===== config.mk =====
export PLATFORM = sky130hd
export DESIGN_NAME = gpr_wb_arbiter
export DESIGN_NICKNAME = d
export VERILOG_FILES = /design/src/rtl/gpr_wb_arbiter.sv
export SDC_FILE = /design/constraint.sdc
export NUM_CORES = 1
export LEC_CHECK = 0
export CAP_MARGIN = 10
export CORE_ASPECT_RATIO = 0.7
export CORE_MARGIN = 2
export CORE_UTILIZATION = 54
export DETAILED_ROUTE_END_ITERATION = 10
export GPL_TIMING_DRIVEN = 0
export MAX_ROUTING_LAYER = met4
export PLACE_DENSITY = 0.86
export SLEW_MARGIN = 40
export SYNTH_ARGS = -nofsm -noshare
export SYNTH_HDL_FRONTEND = slang
export SYNTH_SLANG_ARGS = --single-unit

===== constraint.sdc =====
create_clock -name clk -period 5.35 [get_ports clk]
set_input_delay 1.07 -clock clk [delete_from_list [all_inputs] [get_ports clk]]
set_output_delay 1.07 -clock clk [all_outputs]
set_load 0.05 [all_outputs]

===== src/rtl/gpr_wb_arbiter.sv =====
// Register-file write-port arbiter: merges in-order pipeline writeback with a buffered
// long-latency return channel, resolving WAW ordering and publishing pending destinations.
module gpr_wb_arbiter #(
  parameter int DEPTH      = 2,
  parameter int STARVE_MAX = 4
) (
  input  logic        clk,
  input  logic        rst,
  input  logic        pipe_we,
  input  logic [4:0]  pipe_waddr,
  input  logic [31:0] pipe_wdata,
  input  logic        ext_valid,
  output logic        ext_ready,
  input  logic [4:0]  ext_waddr,
  input  logic [31:0] ext_wdata,
  output logic        we,
  output logic [4:0]  waddr,
  output logic [31:0] wdata,
  output logic [31:0] pend_mask,
  output logic        stall_req
);

  localparam int PW = (DEPTH > 1) ? $clog2(DEPTH) : 1;
  localparam int CW = $clog2(DEPTH + 1);
  localparam int SW = $clog2(STARVE_MAX + 1);
  localparam logic [CW-1:0] DEPTH_C = CW'(DEPTH);
  localparam logic [SW-1:0] SMAX_C  = SW'(STARVE_MAX);

  logic [4:0]       addr_r [DEPTH];
  logic [31:0]      data_r [DEPTH];
  logic [DEPTH-1:0] live_r;
  logic [PW-1:0]    head_r;
  logic [PW-1:0]    tail_r;
  logic [CW-1:0]    count_r;
  logic [SW-1:0]    starve_r;
  logic             we_r;
  logic [4:0]       waddr_r;
  logic [31:0]      wdata_r;
  logic [31:0]      pend_r;
  logic             stall_r;

  logic             pipe_win_s;
  logic             ext_ready_s;
  logic             push_s;
  logic             pop_s;
  logic             push_live_s;
  logic [DEPTH-1:0] live_n_s;
  logic [4:0]       addr_n_s [DEPTH];
  logic [31:0]      pend_n_s;
  logic [CW-1:0]    count_n_s;
  logic [SW-1:0]    starve_n_s;

  // Next-state computation: arbitration, kill, buffer occupancy and starvation.
  always_comb begin
    pipe_win_s  = pipe_we && (pipe_waddr != 5'd0);
    ext_ready_s = rst && (count_r < DEPTH_C);
    push_s      = ext_valid && ext_ready_s;
    pop_s       = !pipe_win_s && (count_r != '0);
    // The return is older than a same-cycle pipe write to the same register.
    push_live_s = (ext_waddr != 5'd0) && !(pipe_win_s && (ext_waddr == pipe_waddr));
    live_n_s    = live_r;
    for (int i = 0; i < DEPTH; i++) begin
      addr_n_s[i] = addr_r[i];
      if (pipe_win_s && (addr_r[i] == pipe_waddr)) begin
        live_n_s[i] = 1'b0;
      end else begin
        live_n_s[i] = live_r[i];
      end
    end
    if (pop_s) begin
      live_n_s[head_r] = 1'b0;
    end else begin
      live_n_s[head_r] = live_n_s[head_r];
    end
    if (push_s) begin
      live_n_s[tail_r] = push_live_s;
      addr_n_s[tail_r] = ext_waddr;
    end else begin
      live_n_s[tail_r] = live_n_s[tail_r];
    end
    pend_n_s = 32'd0;
    for (int i = 0; i < DEPTH; i++) begin
      if (live_n_s[i]) begin
        pend_n_s = pend_n_s | (32'd1 << addr_n_s[i]);
      end else begin
        pend_n_s = pend_n_s;
      end
    end
    case ({push_s, pop_s})
      2'b10:   count_n_s = count_r + CW'(1'b1);
      2'b01:   count_n_s = count_r - CW'(1'b1);
      default: count_n_s = count_r;
    endcase
    if ((count_r == '0) || pop_s) begin
      starve_n_s = '0;
    end else if (pipe_win_s && (starve_r != SMAX_C)) begin
      starve_n_s = starve_r + SW'(1'b1);
    end else begin
      starve_n_s = starve_r;
    end
  end

  // State and registered outputs.
  always_ff @(posedge clk) begin
    if (!rst) begin
      live_r   <= '0;
      head_r   <= '0;
      tail_r   <= '0;
      count_r  <= '0;
      starve_r <= '0;
      we_r     <= 1'b0;
      waddr_r  <= 5'd0;
      wdata_r  <= 32'd0;
      pend_r   <= 32'd0;
      stall_r  <= 1'b0;
    end else begin
      live_r   <= live_n_s;
      count_r  <= count_n_s;
      starve_r <= starve_n_s;
      pend_r   <= pend_n_s;
      stall_r  <= (starve_n_s == SMAX_C);
      if (push_s) begin
        addr_r[tail_r] <= ext_waddr;
        data_r[tail_r] <= ext_wdata;
        tail_r         <= tail_r + PW'(1'b1);
      end else begin
        tail_r <= tail_r;
      end
      if (pipe_win_s) begin
        we_r    <= 1'b1;
        waddr_r <= pipe_waddr;
        wdata_r <= pipe_wdata;
        head_r  <= head_r;
      end else if (pop_s) begin
        // Killed or r0-targeted entries still drain, spending the slot with we=0.
        we_r    <= live_r[head_r];
        waddr_r <= addr_r[head_r];
        wdata_r <= data_r[head_r];
        head_r  <= head_r + PW'(1'b1);
      end else begin
        we_r    <= 1'b0;
        waddr_r <= waddr_r;
        wdata_r <= wdata_r;
        head_r  <= head_r;
      end
    end
  end

  assign ext_ready = ext_ready_s;
  assign we        = we_r;
  assign waddr     = waddr_r;
  assign wdata     = wdata_r;
  assign pend_mask = pend_r;
  assign stall_req = stall_r;

endmodule


==> key figures, run 1 <==
Yosys
  – Main combinational cell family by area after synthesis: compound AO/OA/AOI/OAI gates
  – Post-synth EDFFs: 74
  – Post-Synth Simple-Gate Area: roughly 14%
  – Unique masters post-synth: 55
  – Syn Nets: approximately 700
  – Synth warn: 0
  – Flops & latches, synth: ~160
  – Mapped Avg Cell Area: 11.07 um^2
  – Cell area after synthesis: around 6700 um^2
  – Share of the synthesized area in the top cell type: between 30% and 40%
  – Seq/Total Area, Yosys: a little under three fifths
  – Post-synth top area cell: edfxtp_1
  – Syn Inst Count: approximately 600
  – XOR/XNOR share of the synthesized area: 2.361%
  – Post-synth ARST share: 0%
  – Post-synthesis adder-cell area fraction: 0.5621%
  – Ys flop type: dfxtp_1
  – Compound-Gate Fraction of Synth Area: approximately 16%
  – Ranking of synthesized cells by area: edfxtp_1, dfxtp_1, mux2i_1
  – Mux cell area share after synthesis: slightly below 6%

Final layout
  – Fill cell count: 784
  – Antenna Cells: 0
  – Design area: around 8900 um^2
  – Share of cells above drive strength 1: roughly 6.0%
  – Fin cells: 940
  – Area grow syn2layout: 33.82%
  – Nets: 851

Power and ir drop
  – Tot Pwr: between 0.003 and 0.004 W
  – P_leak: 2.928 nW
  – PwrDens: roughly 400 nW/um^2
  – VDD IR max: 294.8 uV

STA
  – Final period utilization: 76.95%
  – Max Clock Skew: around 7.5 ps
  – Hold Vio Cnt, Final: 0
  – Final setup margin: around 1200 ps
  – RSZ-0062 raised after global routing: false
  – Final setup fails: 0
  – Final Max Tran Viols: 0
  – Slew margin rel.: 40.23%
  – Tmin final: slightly above 4000 ps
  – Max Fclk: ~240 MHz
  – Slew @ Worst Pin: 890.6 ps

Clocking
  – # resized after CTS: 0
  – TritonCTS clock tree: built
  – Root buffer cell: clkbuf_16
  – CTS max path bufs: 2
  – Num CTS Buffers: 17
  – Clock Sinks: around 160
  – Cts hold-fix bufs: 0
  – Number of H-tree levels: 4
  – Worst skew pair latency: 420 ps
  – Post-CTS Setup Bufs: 0
  – Clock slew at reported path FFs: approximately 60 ps

Die
  – Initial Utilization: approximately 56%
  – Std-Cell Core Area: between 10,000 and 15,000 um^2
  – Die Y: just under 100 um
  – Ports: 150
  – Die X: between 100 and 150 um
  – Row count: 33
  – DIE AREA: 13,290 um^2

Detailed routing
  – Pre-antenna DRT Iters: 5
  – Routed length per instance: around 21 um
  – Vias/cell: 6.045
  – Post-route ant nets: 0
  – Aggregate routed wire length: slightly below 20,000 um
  – # DRC: 0
  – DRT iter0 DRCs: roughly 590
  – Vias: 5,682

Setup path
  – WS Path Type: primary input to primary output
  – Worst r2r src: count_r[1]
  – Crit-path cells: clkdlybuf4s50_1 -> clkbuf_1 -> nor2b_1 -> clkdlybuf4s50_1
  – Buffers plus inverters on the worst setup path: 3
  – Most used cell along the critical path: clkdlybuf4s50_1
  – CP Capture Type: primary output
  – Critical path's largest stage delay: 870 ps
  – Arr. time, crit path: between 3000 and 4000 ps
  – Critical-path maximum fanout: 10
  – R2R Setup Slk: 2480 ps
  – Crit path max-delay family: buffers and inverters
  – Worst Setup Start Kind: primary input
  – CP startpoint: rst
  – Worst path slowest cell: clkdlybuf4s50_1
  – Worst path required time: between 4000 and 5000 ps

Placement
  – Final GP Congestion: 0.9720
  – Area post-placement: around 8400 um^2
  – PortBufs: around 150
  – Setup WS pre-CTS: 1265 ps
  – Placed instance count: 908
  – Final HPWL DP: between 10,000 and 15,000 um

Run
  – Max-cap viol count: 0

Min path
  – Hold_sp: waddr[0]
  – Worst min path class: flip-flop to flip-flop

Global route
  – Total congestion overflow: 0
  – First-pass GRT wire length: 29,830 um
  – Initial antenna violation count: 0
  – GRT Total Usage: 30.41%
  – Vias in the first global route: around 5,500
  – Largest net degree at the start of global routing: 36

Outcome
  – Status: finished, final reports clean
## path summary, 6_finish.rpt
path	to	cells after the start
worst max-delay path	ext_ready	4
worst min-delay path	waddr[0]	2
worst max register to register	pend_mask[7]	8
worst min register to register	waddr[0]	2
## worst reg2reg max path, cell delays in order, from the launching register on
cell and delay, ps:
dfxtp_1 360, or4bb_1 590, inv_1 130, clkbuf_1 430
nor3_1 220, a21oi_1 630, nor2_1 80, a31oi_1 200
o21ai_1 90
## logic make-up after synthesis
kind of cell | Yosys count
compound gates | 148
xor+xnor | 18
fa+ha+maj | 3
buf+inv | 52
flops | 155
mux | 39
simple gates | 188
## per-layer routing
metal,GRT usage [%],part of all wire [%],vias up
met5,-,0,-
met4,9.199,1.8,0
met3,6.656,10,39
met2,41.73,43,328
met1,45.03,45,2736
li1,-,-,2579
## stage by stage
stage	utilization (%)	hold slack (ps)	TNS, ps
floorplan	-	452.3	0
global placement	70.10	464.3	-126.8
detailed placement	70.53	489.4	0
CTS	75.12	502.0	0
global route	75.15	529.5	0
finish	75.15	494.4	0
## power by group
group          total, W  leakage, nW  internal [W]  switching [W]
Clock           0.00111        0.258      0.000604       0.000507
Sequential      0.00142         1.34       0.00136      0.0000625
Combinational   0.00108         1.33      0.000376       0.000704
## cell usage in the layout (no fill, tap or decap), drive strengths merged, types with 6 or more instances in the layout
master and n:
clkdlybuf4s50 146, nand3 17, inv 12, dfxtp 81
o211ai 38, mux2i 39, edfxtp 74, o21a 6
a21oi 7, buf 11, nor3 15, or3 6
clkinv 7, a21boi 40, nand2 90, o32ai 12
o22ai 8, clkbuf 53, nor2 19, o221ai 9
xnor2 14, nor4 7, o21ai 13
## final cells by class
type	count	area, um^2	area share [%]
inverter	8	31.28	0.3500
buffer	44	176.4	1.974
timing repair buffer	148	1501	16.80
clock inverter	14	116.4	1.302
clock buffer	18	429.2	4.803
multi-input combinational	396	2641	29.56
tap	157	196.4	2.198
sequential	155	3844	43.01
## synth_stat cells (7+ instances only)
cell / n
nor3_1: 13
edfxtp_1: 74
a21boi_0: 40
mux2i_1: 39
o21ai_0: 7
nand3_1: 17
o211ai_1: 38
buf_1: 8
o22ai_1: 8
o221ai_1: 9
xnor2_1: 14
o32ai_1: 12
inv_1: 7
dfxtp_1: 81
nand2_1: 90
clkbuf_1: 35
nor2_1: 19
## sequential cells by signal, summed over array words and instances (netlist names), 2 cells and up, named ones only
signal     cells
waddr          5
starve_r       3
addr_r        10
wdata         32
pend_mask     32
count_r        2
live_r         2
data_r        64
(Power assumes the default switching activity.)
==> run 2, diff against run 1 <==
CORE_UTILIZATION = 46   (was 54)
PLACE_DENSITY = 0.78   (was 0.86)
clock period = 3.35 ns   (was 5.35 ns; I/O delays follow)
==> run 2 against run 1 <==
Effect of this change:
- utilization is 11 points lower
- cell area grew 1.3%
- worst hold slack gained 14 ps
- routed wire length is 1.7% higher
- register-to-register slack worse by 1800 ps
- via count shrank 1.5%
- count of clock-buffer cells in the layout is the same
==> key figures, run 2 (synthesis results as in run 1) <==
Setup path
  – Critical-path maximum fanout: 10 (unchanged)
  – Reg-to-Reg End: pend_mask[7] (unchanged)
  – Length in cells of the worst reg-to-reg path: 8 (unchanged)
  – R2R Setup Slk: 660 ps (was 2480 ps)
  – Worst Setup Start Kind: primary input (unchanged)
  – CP Capture Type: primary output (unchanged)
  – Worst r2r src: count_r[1] (unchanged)
  – WS Path Type: primary input to primary output (unchanged)
  – Worst path required time: 2680 ps (was 4280 ps)
  – Arr. time, crit path: 2500 ps (was 3050 ps)

Power and ir drop
  – P_leak: 2.963 nW (was 2.928 nW)
  – PwrDens: 655.3 nW/um^2 (was 403.8 nW/um^2)
  – Seq pwr share: 38.2% (was 39.3%)
  – Internal power: 0.003898 W (was 0.002335 W)
  – Net Switching: 0.002032 W (was 0.001274 W)
  – VDD IR max: 403.2 uV (was 294.8 uV)
  – Switching Share: 34.27% (was 35.29%)
  – Combinational share of power: 28.9% (was 29.9%)
  – Share of total power in the clock network: 32.9% (was 30.8%)

Min path
  – Worst Hold End: tail_r (was waddr[0])
  – Worst min path class: flip-flop to flip-flop (unchanged)
  – Hold_sp: tail_r (was waddr[0])
  – Worst Hold Path Cells: 2 (unchanged)

Final layout
  – Share of cells above drive strength 1: 6.505% (was 6.003%)
  – Antenna Cells: 0 (unchanged)
  – Nets: 852 (was 851)
  – Most frequent cells in the layout: clkdlybuf4s50_1, nand2_1, dfxtp_1 (unchanged)
  – Max FFs per register: 64 (unchanged)
  – Area grow syn2layout: 35.53% (was 33.82%)
  – Fin cells: 974 (was 940)
  – Design area: 9050 um^2 (was 8936 um^2)
  – Biggest register: data_r (unchanged)
  – Fill cell count: 1,129 (was 784)
  – Most common cell after layout, fill and taps aside: clkdlybuf4s50_1 (unchanged)

Die
  – Ports: 150 (unchanged)
  – Die Y: 104.8 um (was 97.04 um)
  – Die X: 148.0 um (was 136.9 um)
  – DIE AREA: 15,510 um^2 (was 13,290 um^2)
  – Initial Utilization: 47.52% (was 56.16%)
  – Row count: 36 (was 33)
  – Std-Cell Core Area: 14,050 um^2 (was 11,890 um^2)

Global route
  – Vias in the first global route: 5,587 (was 5,474)
  – First-pass GRT wire length: 30,750 um (was 29,830 um)
  – Initial antenna violation count: 0 (unchanged)
  – Total congestion overflow: 0 (unchanged)
  – GRT Total Usage: 26.70% (was 30.41%)
  – Largest net degree at the start of global routing: 36 (unchanged)

STA
  – Slew margin rel.: 44.61% (was 40.23%)
  – RSZ-0062 raised after global routing: false (unchanged)
  – Max Clock Skew: 9.400 ps (was 7.498 ps)
  – Final Max Tran Viols: 0 (unchanged)
  – Final period utilization: between 90% and 100%
  – Hold Vio Cnt, Final: 0 (unchanged)
  – Max Fclk: around 320 MHz
  – Slew @ Worst Pin: 825.3 ps (was 890.6 ps)
  – Tmin final: 3171 ps
  – Final setup fails: 0 (unchanged)

Clocking
  – Clock slew at reported path FFs: 70 ps (was 60 ps)
  – TritonCTS clock tree: built (unchanged)
  – Clock Sinks: 155 (unchanged)
  – Root buffer cell: clkbuf_16 (unchanged)
  – Cts hold-fix bufs: 0 (unchanged)
  – Worst skew pair latency: 430 ps (was 420 ps)
  – Number of H-tree levels: 4 (unchanged)
  – Num CTS Buffers: 17 (unchanged)
  – CTS max path bufs: 2 (unchanged)

Placement
  – PortBufs: 146 (unchanged)
  – Placed instance count: 941 (was 908)
  – Final GP Congestion: 0.9434 (was 0.9720)
  – Area post-placement: 8439 um^2 (was 8387 um^2)
  – Final HPWL DP: 14,280 um (was 13,900 um)

Detailed routing
  – Post-route ant nets: 0 (unchanged)
  – Top Layer Used: met4 (unchanged)
  – Detail Route met2 WL: 8550 um (was 8322 um)
  – # DRC: 0 (unchanged)
  – Routed length per instance: 20.22 um (was 20.61 um)
  – Vias/cell: 5.746 (was 6.045)
  – Vias: 5,597 (was 5,682)
  – DRT iter0 DRCs: 396 (was 585)
  – Pre-antenna DRT Iters: 6 (was 5)
  – Aggregate routed wire length: 19,700 um (was 19,370 um)
  – DRT met1 WL: 9262 um (was 8712 um)
  – WL met3: 1686 um (was 1989 um)

Outcome
  – Status: finished, final reports clean (unchanged)

Run
  – Max-cap viol count: 0 (unchanged)
==> run 2: final cells by class <==
class                      count  area, um^2  area share (%)
sequential                   155        3844           42.47
tap                          190       237.7           2.627
inverter                       8       35.03          0.3871
clock buffer                  18       439.2           4.853
timing repair buffer         149        1515           16.74
multi-input combinational    396        2641           29.19
clock inverter                14       160.2           1.770
buffer                        44       177.7           1.963
==> run 2: worst max-delay path: stages <==
cell             delay [ps]
clkdlybuf4s50_1         490
clkbuf_1                440
nor2b_1                 330
dlygate4sd2_1           570
==> run 2: worst max path at each step <==
stage	startpoint	cells past startpoint	slack (ps)	endpoint
after global placement	rst	6	-1760	pend_mask[5]
after global routing	pipe_waddr[3]	7	120	wdata[23]
after CTS	rst	7	30	pend_mask[6]
after detailed placement	rst	7	-390	pend_mask[6]
final	rst	4	180	ext_ready
after floorplan	rst	7	40	pend_mask[6]
==> run 2: power groups by stage <==
stage | sequential (W) | clock [W] | combinational (W)
after detailed placement | 0.00230 | 0 | 0.00169
after global routing | 0.00228 | 0.00205 | 0.00183
after global placement | 0.00230 | 0 | 0.00165
final | 0.00226 | 0.00195 | 0.00171
after floorplan | 0.00260 | 0 | 0.000791
after CTS | 0.00226 | 0.00196 | 0.00171
==> run 2: per-stage QoR <==
step / hold slack (ps) / utilization (%) / power, W / setup slack [ps] / setup TNS, ps
after floorplan: 452.3 / - / 0.003394 / 36.13 / 0
after global placement: 466.1 / 59.61 / 0.003949 / -1762 / -102480
after detailed placement: 492.9 / 60.05 / 0.003994 / -393.6 / -10180
after CTS: 501.8 / 64.31 / 0.005935 / 28.60 / 0
after global routing: 561.0 / 64.40 / 0.006162 / 119.4 / 0
final: 508.5 / 64.40 / 0.005930 / 178.9 / 0
==> run 2: metal layers <==
metal  vias up  GRT usage (%)
met5         -              -
met4         0          7.007
met3        19          5.808
met2       255          38.59
met1      2736          38.20
li1       2587              -
==> run 2: what timing repair did <==
item                                    4_1_cts  5_1_grt
gates resized for setup                       1        4
gates cloned                                  0        0
buffers inserted                              0        1
endpoints found under the setup margin        1       25
hold endpoints to repair                      0        0
pin swaps                                     0        1
==> run 3, diff against run 2 <==
REMOVE_ABC_BUFFERS = 1   (was default)
==> run 3 against run 2 <==
Effect of this change:
- sequential share of layout area is 0.20 points higher
- first-iteration DRC count rose by 12%
- non-clock buffer count fell by 34
- routed wire length decreased by 11%
- die area unchanged
- global-route usage shrank 3.3 points
- power decreased by 2.5%
- via count down 4.8%
- count of clock-buffer cells in the layout increased by 2
- largest power group unchanged
- final cell count shrank 3.5%
- maximum frequency decreased by 3.0%
==> key figures, run 3 (synthesis results as in run 1) <==
STA
  – Hold Vio Cnt, Final: 0 (unchanged)
  – Slew margin rel.: 35.12% (was 44.61%)
  – Final period utilization: 97.59% (was 94.66%)
  – Max Fclk: 305.9 MHz (was 315.3 MHz)
  – Tmin final: 3269 ps (was 3171 ps)
  – Final Max Tran Viols: 0 (unchanged)
  – Final TNS setup: 0 ps (unchanged)
  – Max Clock Skew: 10.87 ps (was 9.400 ps)
  – RSZ-0062 raised after global routing: false (unchanged)
  – Slew @ Worst Pin: 960.5 ps (was 825.3 ps)
  – Final setup fails: 0 (unchanged)

Clocking
  – Num CTS Buffers: 17 (unchanged)
  – TritonCTS clock tree: built (unchanged)
  – Number of H-tree levels: 4 (unchanged)
  – Clock Sinks: 155 (unchanged)
  – Cts hold-fix bufs: 0 (unchanged)
  – CTS max path bufs: 2 (unchanged)
  – Root buffer cell: clkbuf_16 (unchanged)
  – Worst skew pair latency: 430 ps (about the same)
  – Clock slew at reported path FFs: 60 ps (was 70 ps)

Setup path
  – CP Capture Type: flip-flop (was primary output)
  – Worst path required time: 3640 ps (was 2680 ps)
  – CP startpoint: rst (unchanged)
  – Worst Setup Start Kind: primary input (unchanged)
  – Critical-path maximum fanout: 50 (was 10)
  – Arr. time, crit path: 3560 ps (was 2500 ps)
  – WS Path Type: primary input to flip-flop (was primary input to primary output)
  – Worst r2r src: count_r[1] (unchanged)

Min path
  – Worst min path class: flip-flop to flip-flop (unchanged)
  – Hold_sp: tail_r (unchanged)

Global route
  – GRT Total Usage: 23.39% (was 26.70%)
  – First-pass GRT wire length: 27,410 um (was 30,750 um)
  – Initial antenna violation count: 0 (unchanged)
  – Vias in the first global route: 5,324 (was 5,587)
  – Total congestion overflow: 0 (unchanged)
  – Largest net degree at the start of global routing: 75 (was 36)

Run
  – Max-cap viol count: 0 (unchanged)

Detailed routing
  – DRT iter0 DRCs: 445 (was 396)
  – Aggregate routed wire length: 17,460 um (was 19,700 um)
  – Pre-antenna DRT Iters: 5 (was 6)
  – Vias/cell: 5.671 (was 5.746)
  – Post-route ant nets: 0 (unchanged)
  – # DRC: 0 (unchanged)
  – Vias: 5,331 (was 5,597)
  – Routed length per instance: 18.58 um (was 20.22 um)

Final layout
  – Antenna Cells: 0 (unchanged)
  – Most frequent cells in the layout: clkdlybuf4s50_1, nand2_1, dfxtp_1 (unchanged)
  – Nets: 818 (was 852)
  – Design area: 9016 um^2 (was 9050 um^2)
  – Biggest register: data_r (unchanged)
  – Max FFs per register: 64 (unchanged)
  – Most common cell after layout, fill and taps aside: clkdlybuf4s50_1 (unchanged)
  – Area grow syn2layout: 35.02% (was 35.53%)
  – Share of cells above drive strength 1: 8.000% (was 6.505%)

Die
  – Die Y: 104.8 um (unchanged)
  – DIE AREA: 15,510 um^2 (unchanged)
  – Die X: 148.0 um (unchanged)
  – Std-Cell Core Area: 14,050 um^2 (unchanged)
  – Initial Utilization: 47.52% (unchanged)
  – Row count: 36 (unchanged)
  – Ports: 150 (unchanged)

Placement
  – Final GP Congestion: 0.9494 (was 0.9434)
  – Final HPWL DP: 12,200 um (was 14,280 um)
  – Area post-placement: 8382 um^2 (was 8439 um^2)
  – PortBufs: 149 (was 146)

Power and ir drop
  – P_leak: 2.969 nW (was 2.963 nW)
  – VDD IR max: 349.8 uV (was 403.2 uV)
  – PwrDens: 641.3 nW/um^2 (was 655.3 nW/um^2)

Outcome
  – Status: finished, final reports clean (unchanged)
## run 3: changes by cell type in the layout (fill, tap and decap cells not counted), sizes merged, moves of 2 or more
cell / delta
clkinv: +4
inv: -4
clkbuf: -33
clkinvlp: -2
clkdlybuf4s50: +3
## run 3: repair_timing
item | in CTS | in global routing
setup endpoints to repair | 0 | 25
setup buffers | 0 | 2
resized for setup | 0 | 2
## run 3: metal layers
metal	global-route usage, %	wire (um)	vias up
li1	-	-	2525
met1	31.87	7994	2545
met2	34.13	7705	244
met3	6.157	1576	17
met4	7.687	185	0
met5	-	0	-
## run 3: final timing paths
path | endpoint | slack [ps] | depth (start not counted)
setup / recovery | pend_mask[7] | 80 | 10
hold / removal | tail_r | 480 | 2
setup reg to reg | pend_mask[7] | 430 | 8
hold reg to reg | tail_r | 480 | 2
## run 3: cell type report
class	count	area, um^2
Fill cell	1118	5037
Multi-Input combinational cell	396	2663
Tap cell	190	237.7
Timing Repair Buffer	159	1650
Clock buffer	20	446.7
Inverter	8	33.78
Sequential cell	155	3847
Clock inverter	12	137.6
## run 3: power breakdown
group	internal, W	switching (W)	leakage [nW]
logic	0.000595	0.000997	1.35
clock network	0.00112	0.000772	0.281
registers	0.00217	0.000127	1.34
## run 3: critical path, cell delays in order
cell     delay [ps]
buf_4           190
buf_12          240
or4bb_1         800
inv_4           380
buf_12          260
nor3_1           90
a21oi_1         500
nor2_1           90
a31oi_1         200
o21ai_1          90
## run 3: through the flow
stage | setup slack [ps] | hold slack [ps] | util (%) | instances | power, W
2_1_floorplan | 3.091 | 452.3 | - | 559 | 0.003340
3_3_place_gp | -3343 | 464.0 | 58.59 | 898 | 0.003866
3_5_place_dp | -412.2 | 476.5 | 59.64 | 906 | 0.003911
4_1_cts | 29.28 | 483.7 | 63.80 | 938 | 0.005797
5_1_grt | 14.65 | 521.7 | 64.16 | 940 | 0.006035
6_report | 80.89 | 482.4 | 64.16 | 940 | 0.005782
